===== src/rtl/c_join_4ph.sv =====
// c_join_4ph: clocked N-way four-phase join (C-element successor) with
// bundled-data capture, sticky protocol-violation flag and a wrapping
// completed-handshake counter. All outputs come from flops or are decoded
// from the state register; no input reaches an output combinationally.
module c_join_4ph #(
   parameter int NIN = 2,
   parameter int DW  = 8,
   parameter int CW  = 16
) (
   input  logic                clk,
   input  logic                rst_async_n,
   input  logic [NIN-1:0]      in_req,
   input  logic [NIN*DW-1:0]   in_data,
   output logic [NIN-1:0]      in_ack,
   output logic                out_req,
   output logic [NIN*DW-1:0]   out_data,
   input  logic                out_ack,
   input  logic                err_clr,
   output logic                err,
   output logic [CW-1:0]       hs_count
);

   typedef enum logic [1:0] {
      IDLE = 2'd0,
      REQ  = 2'd1,
      HOLD = 2'd2,
      RTZ  = 2'd3
   } state_t;

   state_t              state;
   state_t              state_nxt;
   logic [1:0]          rst_sync;
   logic                rst_n;
   logic [NIN-1:0]      req_prev;
   logic [NIN*DW-1:0]   data_q;
   logic                err_q;
   logic [CW-1:0]       cnt_q;
   logic                all_hi;
   logic                all_lo;
   logic                any_fell;
   logic                any_rose;
   logic                viol;
   logic                capture;
   logic                count_en;

   // Reset synchroniser: assertion propagates immediately, release after two edges
   always_ff @(posedge clk or negedge rst_async_n) begin
      if (!rst_async_n) rst_sync <= '0;
      else              rst_sync <= {rst_sync[0], 1'b1};
   end

   assign rst_n = rst_sync[1];

   assign all_hi   = &in_req;
   assign all_lo   = ~|in_req;
   assign any_fell = |(req_prev & ~in_req);
   assign any_rose = |(~req_prev & in_req);

   // Next-state, protocol checks and datapath enables for the current phase
   always_comb begin
      state_nxt = state;
      viol      = 1'b0;
      capture   = 1'b0;
      count_en  = 1'b0;
      case (state)
         IDLE: begin
            viol = any_fell | out_ack;
            if (all_hi) begin
               state_nxt = REQ;
               capture   = 1'b1;
            end
         end
         REQ: begin
            viol = ~all_hi;
            if (out_ack) state_nxt = HOLD;
         end
         HOLD: begin
            viol = ~out_ack;
            if (all_lo) state_nxt = RTZ;
         end
         RTZ: begin
            viol = any_rose;
            if (!out_ack) begin
               state_nxt = IDLE;
               count_en  = 1'b1;
            end
         end
         default: state_nxt = IDLE;
      endcase
   end

   // State, sampled requests, captured data, sticky error and counter
   always_ff @(posedge clk or negedge rst_n) begin
      if (!rst_n) begin
         state    <= IDLE;
         req_prev <= '0;
         data_q   <= '0;
         err_q    <= 1'b0;
         cnt_q    <= '0;
      end else begin
         state    <= state_nxt;
         req_prev <= in_req;
         if (capture)       data_q <= in_data;
         // a new violation takes priority over a clear in the same cycle
         if (viol)          err_q  <= 1'b1;
         else if (err_clr)  err_q  <= 1'b0;
         if (count_en)      cnt_q  <= cnt_q + CW'(1);
      end
   end

   assign out_req  = (state == REQ) || (state == HOLD);
   assign in_ack   = {NIN{(state == HOLD) || (state == RTZ)}};
   assign out_data = data_q;
   assign err      = err_q;
   assign hs_count = cnt_q;

endmodule


===== config.mk =====
export PLATFORM = sky130hd
export DESIGN_NAME = c_join_4ph
export DESIGN_NICKNAME = d
export VERILOG_FILES = /design/src/rtl/c_join_4ph.sv
export SDC_FILE = /design/constraint.sdc
export NUM_CORES = 1
export LEC_CHECK = 0
export ABC_AREA = 1
export CAP_MARGIN = 15
export CORE_AREA = 8 8 76 78
export CTS_CLUSTER_SIZE = 25
export DETAILED_ROUTE_END_ITERATION = 8
export DIE_AREA = 0 0 84 86
export HOLD_SLACK_MARGIN = 0.02
export PLACE_DENSITY = 0.72
export SYNTH_ARGS = -nofsm -noshare
export SYNTH_HDL_FRONTEND = slang
export SYNTH_SLANG_ARGS = --single-unit

===== constraint.sdc =====
create_clock -name clk -period 1.3 [get_ports clk]
set_input_delay 0.195 -clock clk [delete_from_list [all_inputs] [get_ports clk]]
set_output_delay 0.195 -clock clk [all_outputs]
set_load 0.02 [all_outputs]

======== Word level (Yosys, flattened, before mapping) ========
Cells that the tools add are included.
storage, ports and cells
  output and inout port bits .............. 36
  register bits after elaboration ......... 39
  word-level logic and storage cells ...... 42
cells by class
  bitwise gates (word level) .............. 7
  equality and inequality tests ........... 7
  reduce and logical (&&, ||, !) cells .... 9
  multiplexer cells ....................... 12
  add/subtract/negate cells ............... 1
operator list
  kind                                                             number
  16-bit by 1-bit adder with 16-bit output, second input constant  1
  2-bit 2-to-1 mux                                                 4
  2-bit != test, second input constant                             4
  2-bit one-hot mux with 4 select lines                            1
  1-bit 2-to-1 mux                                                 6
  2-bit OR reduction                                               3
  2-bit AND                                                        2
  2-bit == test, second input constant                             2
  2-bit NOT                                                        2
  1-bit one-hot mux with 4 select lines                            1
  4-bit AND reduction                                              1
  2-bit by 1-bit == test with 1-bit output, second input constant  1
  2-bit zero test                                                  1
  1-bit logical OR                                                 2
  1-bit NOT                                                        2
  2-bit AND reduction                                              1
  2-bit nonzero test                                               1
  1-bit OR                                                         1

======== Depth between registers and ports, before layout ========
Gate-level depths: netlist of run 1.
  depth in word-level cells ............... 6
  mapped depth ............................ 8
  gate-level depth less buffers ........... 8

======== Worst setup path after synthesis of run 1 ========
Ideal clock, no wire load.
  path type ............................... flip-flop to flip-flop
  start point ............................. reg state[0]
  end point ............................... reg data_q[10], in the netlist out_data[10]
  library setup time ...................... 125 ps
  required time ........................... 1175 ps
  stages on the path, launching flop included .. 6
  arrival ................................. 1241 ps
  buffers on the path ..................... 1
  clock period less this slack ............ 1366 ps
  setup slack ............................. -66 ps
  cells stage by stage .................... dfrtp_1 -> inv_1 -> ha_1 -> nand3_4 -> buf_6 -> mux2_2
on the way
  word-level cells in the longest chain between the ends .. 2
RTL lines
  element                 RTL line  text
  from (decl)             30        state_t state;
  from (signal assigned)  101       state <= state_nxt;
  2-bit zero test         65        case (state)
  1-bit 2-to-1 mux        65
  to (signal assigned)    103       if (capture) data_q <= in_data;
  to (decl)               35        logic [NIN*DW-1:0] data_q;
No other way between the ends.
A chain may end at the register's enable or synchronous reset.

======== Final worst setup path of run 1 ========
  start point ............................. reg state[0]
  end point ............................... out out_req
on the way
  word-level cells in the longest chain between the ends .. 2
  elaborated cells between the ends (all ways) .. 3
  those cells by class .................... eq/ne: 2; reduce/logical: 1
RTL lines
  element                                                                           RTL line  text
  2-bit by 1-bit == test with 1-bit output / 2-bit == test (equally long branches)  111       assign out_req = (state == REQ) || (state == HOLD);
  1-bit logical OR (*)                                                              111
  to (decl)                                                                         15        output logic out_req,
Every way passes the cells marked *; elsewhere a longest branch is shown, timed or not.

==> impl_metrics.tcl, run 1 <==
set metrics [dict create \
    clockBufferDepth 2 \
    period_share_pct 111 \
    r2r_start "state[1]" \
    fin_crit_ns 1.44 \
    cts_tree "yes" \
    n_antenna_cell 0 \
    fmax_mhz 695 \
    drtIter0Drc 28 \
    stdcell_count 307 \
    ys_seq_area_share_pct 54.7 \
    startpoint_type "flop" \
    ys_warn_count 0 \
    fin_worst_skew_ns 0.00422 \
    cp-end-kind "primary output" \
    finalInstanceArea_mm2 0.00279 \
    cpMaxStageDelayCell "dfrtp_1" \
    yosys_register_bits 39 \
    die-area_mm2 0.00722 \
    final_common_cell "dfrtp_1" \
    cts_root_buffer "clkbuf_8" \
    gp_congestion 0.749 \
    grt_util_all_layers_pct 12.2 \
    die_w_um 84 \
    fin_tns_setup_ns -2.36 \
    finalHoldViolations 0 \
    vdd_drop_max_mv 1.55 \
    numCtsBuffers 5 \
    vias 1440 \
    port_buffers 57 \
    worstSetupPathType "reg -> out" \
    worst-path-buf-inv 3 \
    drive_gt1_share_pct 34.8 \
    max_stage_delay_ns 0.39 \
    grt_use_met3_pct 5.02 \
    wl_mm 4.30 \
    synthToLayoutAreaGrowth_pct 56.0 \
    met1_usage_pct 15.3 \
    cp_top_family "flip-flops" \
    die_h_um 86 \
    r2r_slack_ns -0.12 \
    design_power_total_uw 5420 \
    rr_endpoint "out_data[7]" \
    use_met2_pct 18.4 \
    cellPowerDensity_mw_per_mm2 1950 \
    rows 25 \
    violations "negative setup slack" \
    core-area_mm2 0.00460 \
    hp-class "in -> async" \
    place_inst 293 \
    syn_inst 163 \
    slew_violations 0 \
    ant_nets 0 \
    postSynthAreaPerCell_um2 11.0 \
    placed_cell_area_mm2 0.00258 \
    whs_ns 0.0555 \
    final_nets 280 \
    outcome "finished, violations left" \
    dp_hpwl_mm 3.10 \
    grt_max_degree 38 \
    antenna_found_initial 0 \
    first_pass_iters 4 \
    finalWorstSetupSlack_ns -0.138 \
    grt_pass1_wl_mm 7.08 \
    cts-htree-levels 2 \
    cts.sinks 39 \
    setup_viol 31 \
    p_leak_uw 0.00139 \
    worstPathMaxFanout 3 \
    synth_nets 191 \
    synth_cell_types 25 \
    first_global_vias 1421 \
    syn_area_mm2 0.00179 \
    final_cell_mix "37 x dfrtp_1, 29 x nand2_1, 25 x dlygate4sd2_1, 25 x buf_4, 21 x clkdlybuf4s50_1" \
    overflow 0 \
    arrival_ns 1.24 \
    route.detailed.drc 0 \
    route.detailed.wl_per_inst_um 14.0 \
    boundaryPins 58 \
    r2r_cells 5 \
    rsz0062_at_grt "true" \
    via_per_inst 4.69 \
    clk_latency_ns 0.29 \
    path_cells "inv_2, buf_4, ha_4, buf_6" \
    clkTransAtPathRegs_ns 0.07 \
    required_ns 1.11 \
    grt_busiest_layer "met2" \
    max_cap_viol_count 0 \
    start_util_pct 38.8 \
]
metrics by stage:
stage	util (%)	setup WS (ns)
after floorplan	-	-0.00430
after global placement	56.1	-0.247
after detailed placement	56.1	-0.285
after CTS	58.8	-0.171
after global routing	60.6	-0.220
final	60.6	-0.138
repair_timing:
action | 4_1_cts | 5_1_grt
pin swaps | 4 | 2
gates cloned | 1 | 0
hold endpoints to repair | 0 | 0
hold buffers | 0 | 0
setup buffers | 1 | 4
resized for setup | 62 | 30
setup endpoints to repair | 67 | 43
cells in the mapped netlist:
cell type	number	area share, %
a21oi_1	2	0.56
buf_4	1	0.42
buf_6	1	0.63
conb_1	1	0.21
dfrtp_1	39	55
ha_1	6	4.2
inv_1	16	3.4
inv_2	1	0.21
mux2_2	17	11
nand2_1	29	6.1
nand2_2	2	0.70
nand3_1	3	0.84
nand3_2	2	1.1
nand3_4	1	0.98
nand3b_1	1	0.42
nand4_1	5	1.8
nor2_1	11	2.3
nor2_2	1	0.35
nor2_4	3	1.9
nor3_1	3	0.84
nor3_2	1	0.56
o21ai_0	5	1.4
o22ai_1	1	0.35
xnor2_1	4	2.0
xor2_1	7	3.4
worst max-delay path by stage:
stage / depth (start not counted) / startpoint / slack (ns) / end
6_report: 4 / state[0] / -0.14 / out_req
5_1_grt: 9 / state[0] / -0.22 / hs_count[15]
4_1_cts: 5 / state[0] / -0.17 / in_ack[0]
3_5_place_dp: 5 / state[0] / -0.28 / in_ack[0]
3_3_place_gp: 5 / state[0] / -0.25 / in_ack[1]
2_1_floorplan: 4 / state[0] / -0.004 / hs_count[1]
sequential cells by signal, indices dropped and copies added, names as in the netlist:
| register | flops |
|---|---|
| out_data | 16 |
| state | 2 |
| req_prev | 2 |
| rst_sync | 2 |
| err | 1 |
| hs_count | 16 |
final cells by class:
class	count	area (µm²)
Fill cell	380	1810
Sequential cell	39	978
Multi-Input combinational cell	106	852
Timing Repair Buffer	83	717
Clock buffer	7	96.3
Tap cell	54	67.6
Inverter	17	66.3
Clock inverter	1	7.51
report_power, final:
group	internal [µW]	total (µW)	switching [µW]
Sequential	1600	1850	247
Combinational	1300	2670	1360
Clock	483	910	428
Total	3380	5420	2040
routing by layer:
metal	vias up	part of all wire (%)
li1	706	-
met1	688	45
met2	41	46
met3	5	7.4
met4	0	1.2
met5	-	0
kinds of logic after synthesis:
kind of cell	Yosys count	synth area share [%]
buffers and inverters	19	4.63
xor gates and xnor gates	11	5.40
AOI/OAI and AO/OA	8	2.31
DFF	39	54.7
other	1	0.210
adders and majority gates	6	4.20
and+or+nand+nor	62	17.9
muxes	17	10.7
Note: power is estimated with default switching activity, not from simulation.
==> run 2, diff against run 1 <==
clock period = 1.4 ns   (was 1.3 ns; I/O delays follow)
==> run 2 against run 1 <==
Net effect:
- die area stayed put
- via count is 3.0% lower
- design area is 1.9% lower
- register-to-register slack better by 0.03 ns
- sequential power is 7% lower
- highest routed layer unchanged
- clock skew is 0.0014 ns higher
- setup slack better by 0.050 ns
- non-clock buffer count is 5 lower
- wire length is 3.3% lower
- the flow still finishes with violations (negative setup slack)
==> impl_metrics.tcl, run 2 (same netlist as run 1, synthesis figures left out) <==
set metrics [dict create \
    drive_gt1_share_pct 29.3 \
    violations "negative setup slack" \
    cts_tree "yes" \
    grt_max_degree 38 \
    numCtsBuffers 5 \
    slew_violations 0 \
    die_h_um 86 \
    worstSetupPathType "reg -> reg" \
    via_per_inst 4.66 \
    rsz0062_at_grt "true" \
    vias 1397 \
    die-area_mm2 0.00722 \
    die_w_um 84 \
    max_stage_delay_ns 0.40 \
    antenna_found_initial 0 \
    fmax_mhz 672 \
    stdcell_count 300 \
    first_pass_iters 4 \
    outcome "finished, violations left" \
    route.detailed.wl_per_inst_um 13.9 \
    final_cell_mix "39 x dfrtp_1, 33 x dlygate4sd2_1, 28 x nand2_1" \
    fin_worst_skew_ns 0.00559 \
    cp-end-kind "flop" \
    overflow 0 \
    rows 25 \
    cellPowerDensity_mw_per_mm2 1770 \
    start_util_pct 38.8 \
    vdd_drop_max_mv 1.12 \
    dp_hpwl_mm 2.94 \
    switching_share_pct 38.4 \
    p_leak_uw 0.00136 \
    hp-class "in -> async" \
    startpoint_type "flop" \
    whs_ns 0.0846 \
    p_int_uw 2970 \
    required_ns 1.61 \
    finalInstanceArea_mm2 0.00273 \
    gp_congestion 0.789 \
    final_nets 275 \
    clockBufferDepth 2 \
    clkTransAtPathRegs_ns 0.07 \
    place_inst 289 \
    route.detailed.drc 0 \
    first_global_vias 1439 \
    finalHoldViolations 0 \
    fin_tns_setup_ns -0.399 \
    max_cap_viol_count 0 \
    worstPathMaxFanout 3 \
    clk_latency_ns 0.28 \
    cts.sinks 39 \
    path_cells "buf_6, ha_4, buf_6, nand3_4, nor2_4, nand2_4, buf_4, nor2_4, xor2_1" \
    n_antenna_cell 0 \
    dp_slack_ns -0.213 \
    boundaryPins 58 \
    finalWorstSetupSlack_ns -0.0882 \
    placed_cell_area_mm2 0.00253 \
    period_share_pct 106 \
    setup_viol 9 \
    ant_nets 0 \
    fin_crit_ns 1.49 \
    cts_root_buffer "clkbuf_8" \
    final_common_cell "dfrtp_1" \
    cpMaxStageDelayCell "dfrtp_1" \
    grt_util_all_layers_pct 11.9 \
    core-area_mm2 0.00460 \
    wl_mm 4.16 \
    cts-htree-levels 2 \
    p_comb_share_pct 50.2 \
    synthToLayoutAreaGrowth_pct 53.0 \
    port_buffers 57 \
    p_clk_share_pct 14.2 \
    drtIter0Drc 15 \
    p_switching_uw 1850 \
    seq_power_share_pct 35.6 \
    grt_pass1_wl_mm 6.94 \
    arrival_ns 1.70 \
]
-- run 2: per-stage QoR --
step / util, % / total power, µW
4_1_cts: 57.1 / 4660
3_3_place_gp: 55.1 / 4000
3_5_place_dp: 55.1 / 4060
2_1_floorplan: - / 2940
5_1_grt: 59.4 / 5170
6_report: 59.4 / 4820
-- run 2: final cells by class --
| type | instances | area (µm²) |
|---|---|---|
| clock buffers | 6 | 72.6 |
| fillers | 410 | 1870 |
| inverters | 17 | 63.8 |
| multi-input cells | 106 | 853 |
| flip-flops and latches | 39 | 976 |
| well taps | 54 | 67.6 |
| repair buffers | 78 | 698 |
-- run 2: worst paths after layout --
kind | from | endpoint | slack, ns | depth (start not counted)
setup / recovery | state[0] | hs_count[9] | -0.09 | 9
hold / removal | rst_async_n | rst_sync[1] | 0.08 | 1
setup reg to reg | state[0] | hs_count[9] | -0.09 | 9
hold reg to reg | rst_sync[1] | hs_count[12] | 0.28 | 1
max in group asynchronous | rst_sync[1] | hs_count[14] | 0.80 | 1
min in group clk | rst_sync[0] | rst_sync[1] | 0.36 | 0
-- run 2: power by group through the flow --
stage                     clock [µW]  sequential (µW)  combinational, µW
after floorplan                    0             2110                822
final                            685             1720               2420
after global placement             0             1710               2290
after detailed placement           0             1730               2330
after global routing             759             1770               2640
after CTS                        721             1700               2240
-- run 2: critical path: cells and delay by family (launching register included) --
family	cells	cell delay [ns]
buffers and inverters	3	0.38
flip-flops	1	0.40
AND/OR/NAND/NOR	4	0.37
XOR/XNOR	1	0.14
adder cells (fa/ha/maj)	1	0.13
-- run 2: repair_timing --
action | 4_1_cts | 5_1_grt
buffers inserted | 2 | 3
pin swaps | 1 | 8
hold buffers | 0 | 0
endpoints found under the setup margin | 52 | 34
gates cloned | 1 | 0
resized for setup | 60 | 21
-- run 2: layer usage --
layer	global-route usage (%)	vias to the layer above	part of all wire, %
met5	0	-	0
met4	2.83	0	0.43
met3	5.50	2	6.6
met2	19.4	42	47
met1	13.9	656	46
li1	-	697	-
==> run 3, diff against run 2 <==
SETUP_SLACK_MARGIN = 0.1   (was not set)
==> run 3 against run 2 <==
Net effect:
- the run still ends with negative setup slack left
- global-route usage is 0.10 points higher
- via count grew 2.1%
- die area is the same
==> impl_metrics.tcl, run 3 (same netlist as run 1, synthesis figures left out) <==
set metrics [dict create \
    antenna_found_initial 0 \
    numCtsBuffers 5 \
    arrival_ns 1.32 \
    wl_mm 4.29 \
    start_util_pct 38.8 \
    first_pass_iters 4 \
    drive_gt1_share_pct 35.9 \
    worstSetupPathDepth 4 \
    cts_tree "yes" \
    clockBufferDepth 2 \
    r2r_cells 5 \
    core-area_mm2 0.00460 \
    first_global_vias 1450 \
    die_w_um 84 \
    synthToLayoutAreaGrowth_pct 59.6 \
    setup_viol 20 \
    via_per_inst 4.68 \
    required_ns 1.19 \
    outcome "finished, violations left" \
    fin_tns_setup_ns -1.48 \
    n_antenna_cell 0 \
    dp_hpwl_mm 2.91 \
    path_cells "inv_2, buf_6, ha_4, buf_6" \
    port_buffers 57 \
    die_h_um 86 \
    boundaryPins 58 \
    final_nets 278 \
    cellPowerDensity_mw_per_mm2 1800 \
    worst-path-buf-inv 3 \
    vdd_drop_max_mv 1.42 \
    violations "negative setup slack" \
    route.detailed.drc 0 \
    cp-end-kind "primary output" \
    cp_top_family "flip-flops" \
    grt_max_degree 38 \
    final_core_util_pct 62.0 \
    route.detailed.wl_per_inst_um 14.1 \
    fmax_mhz 655 \
    period_share_pct 109 \
    clk_latency_ns 0.29 \
    crit_path_frequent_cell "buf_6" \
    fin_crit_ns 1.53 \
    overflow 0 \
    fill_cells 367 \
    fin_worst_skew_ns 0.00300 \
    slew_violations 0 \
    vias 1426 \
    max_stage_delay_ns 0.44 \
    cpMaxStageDelayCell "dfrtp_1" \
    rsz0062_at_grt "true" \
    final_common_cell "dfrtp_1" \
    grt_util_all_layers_pct 12.0 \
    multi_input_area_um2 931 \
    final_cell_mix "36 x dfrtp_1, 27 x nand2_1, 22 x dlygate4sd2_1" \
    cts_root_buffer "clkbuf_8" \
    finalHoldViolations 0 \
    grt_pass1_wl_mm 6.96 \
    worstPathMaxFanout 3 \
    gp_congestion 0.772 \
    clkTransAtPathRegs_ns 0.07 \
    die-area_mm2 0.00722 \
    regArea_um2 980 \
    ant_nets 0 \
    startpoint_type "flop" \
    drtIter0Drc 30 \
    worstSetupPathType "reg -> out" \
    cts.sinks 39 \
    max_cap_viol_count 0 \
    finalWorstSetupSlack_ns -0.127 \
    rows 25 \
    cts-htree-levels 2 \
    hp-class "in -> async" \
    p_leak_uw 0.00142 \
]
[run 3: cell types whose count changed in the layout (fill, tap and decap cells not counted), sizes merged]
cell | before | now
buf | 24 | 27
clkbuf | 6 | 12
clkdlybuf4s15 | 0 | 6
clkinv | 0 | 1
dlygate4sd2 | 33 | 22
[run 3: per-stage QoR]
stage | hold slack (ns) | std cells | total power (µW) | worst slack, ns | cell area [µm²]
after floorplan | -0.0856 | 163 | 3000 | 0.0957 | 1800
after global placement | 0.310 | 290 | 4070 | -0.164 | 2550
after detailed placement | 0.318 | 290 | 4120 | -0.194 | 2550
after CTS | 0.0688 | 303 | 4980 | -0.0637 | 2750
after global routing | 0.0661 | 305 | 5430 | -0.160 | 2850
final | 0.0750 | 305 | 5120 | -0.127 | 2850
[run 3: where the power goes]
group | leakage, µW | internal [µW] | switching, µW | total, µW
Clock | 0.0000422 | 350 | 383 | 733
Sequential | 0.000476 | 1490 | 250 | 1740
Combinational | 0.000904 | 1330 | 1320 | 2650
Total | 0.00142 | 3170 | 1950 | 5120
[run 3: layout make-up]
type / instances / share of cell area, %
Sequential cell: 39 / 34.4
Multi-Input combinational cell: 106 / 32.7
Timing Repair Buffer: 81 / 25.4
Clock buffer: 7 / 2.68
Tap cell: 54 / 2.37
Inverter: 17 / 2.33
Clock inverter: 1 / 0.176
[run 3: final timing paths]
check                                  from           end  slack (ns)
worst max-delay path               state[0]       out_req       -0.13
min in group clk                rst_sync[0]   rst_sync[1]        0.35
worst min register to register  rst_sync[1]  out_data[10]        0.29
worst max register to register     state[0]  out_data[11]       -0.09
max in group asynchronous       rst_sync[1]   hs_count[0]        0.75
worst min-delay path            rst_async_n   rst_sync[1]        0.08
[run 3: worst register-to-register path, stage by stage (launching register included)]
cell	delay, ns
dfrtp_1	0.44
inv_2	0.13
buf_6	0.12
ha_4	0.17
nand3_4	0.17
mux2_4	0.35
[run 3: metal layers]
| layer | wire (µm) | global-route usage (%) | vias to the layer above |
|---|---|---|---|
| met5 | 0 | 0 | - |
| met4 | 61 | 4.55 | 0 |
| met3 | 315 | 5.31 | 7 |
| met2 | 2010 | 19.1 | 43 |
| met1 | 1910 | 13.9 | 672 |
| li1 | - | - | 704 |
[run 3: timing repair]
action | CTS | global route
hold buffers | 0 | 0
setup buffers | 4 | 2
endpoints found under the hold margin | 0 | 0
gates resized for setup | 81 | 37
pin swaps | 5 | 3
endpoints found under the setup margin | 66 | 46
gates cloned | 1 | 0
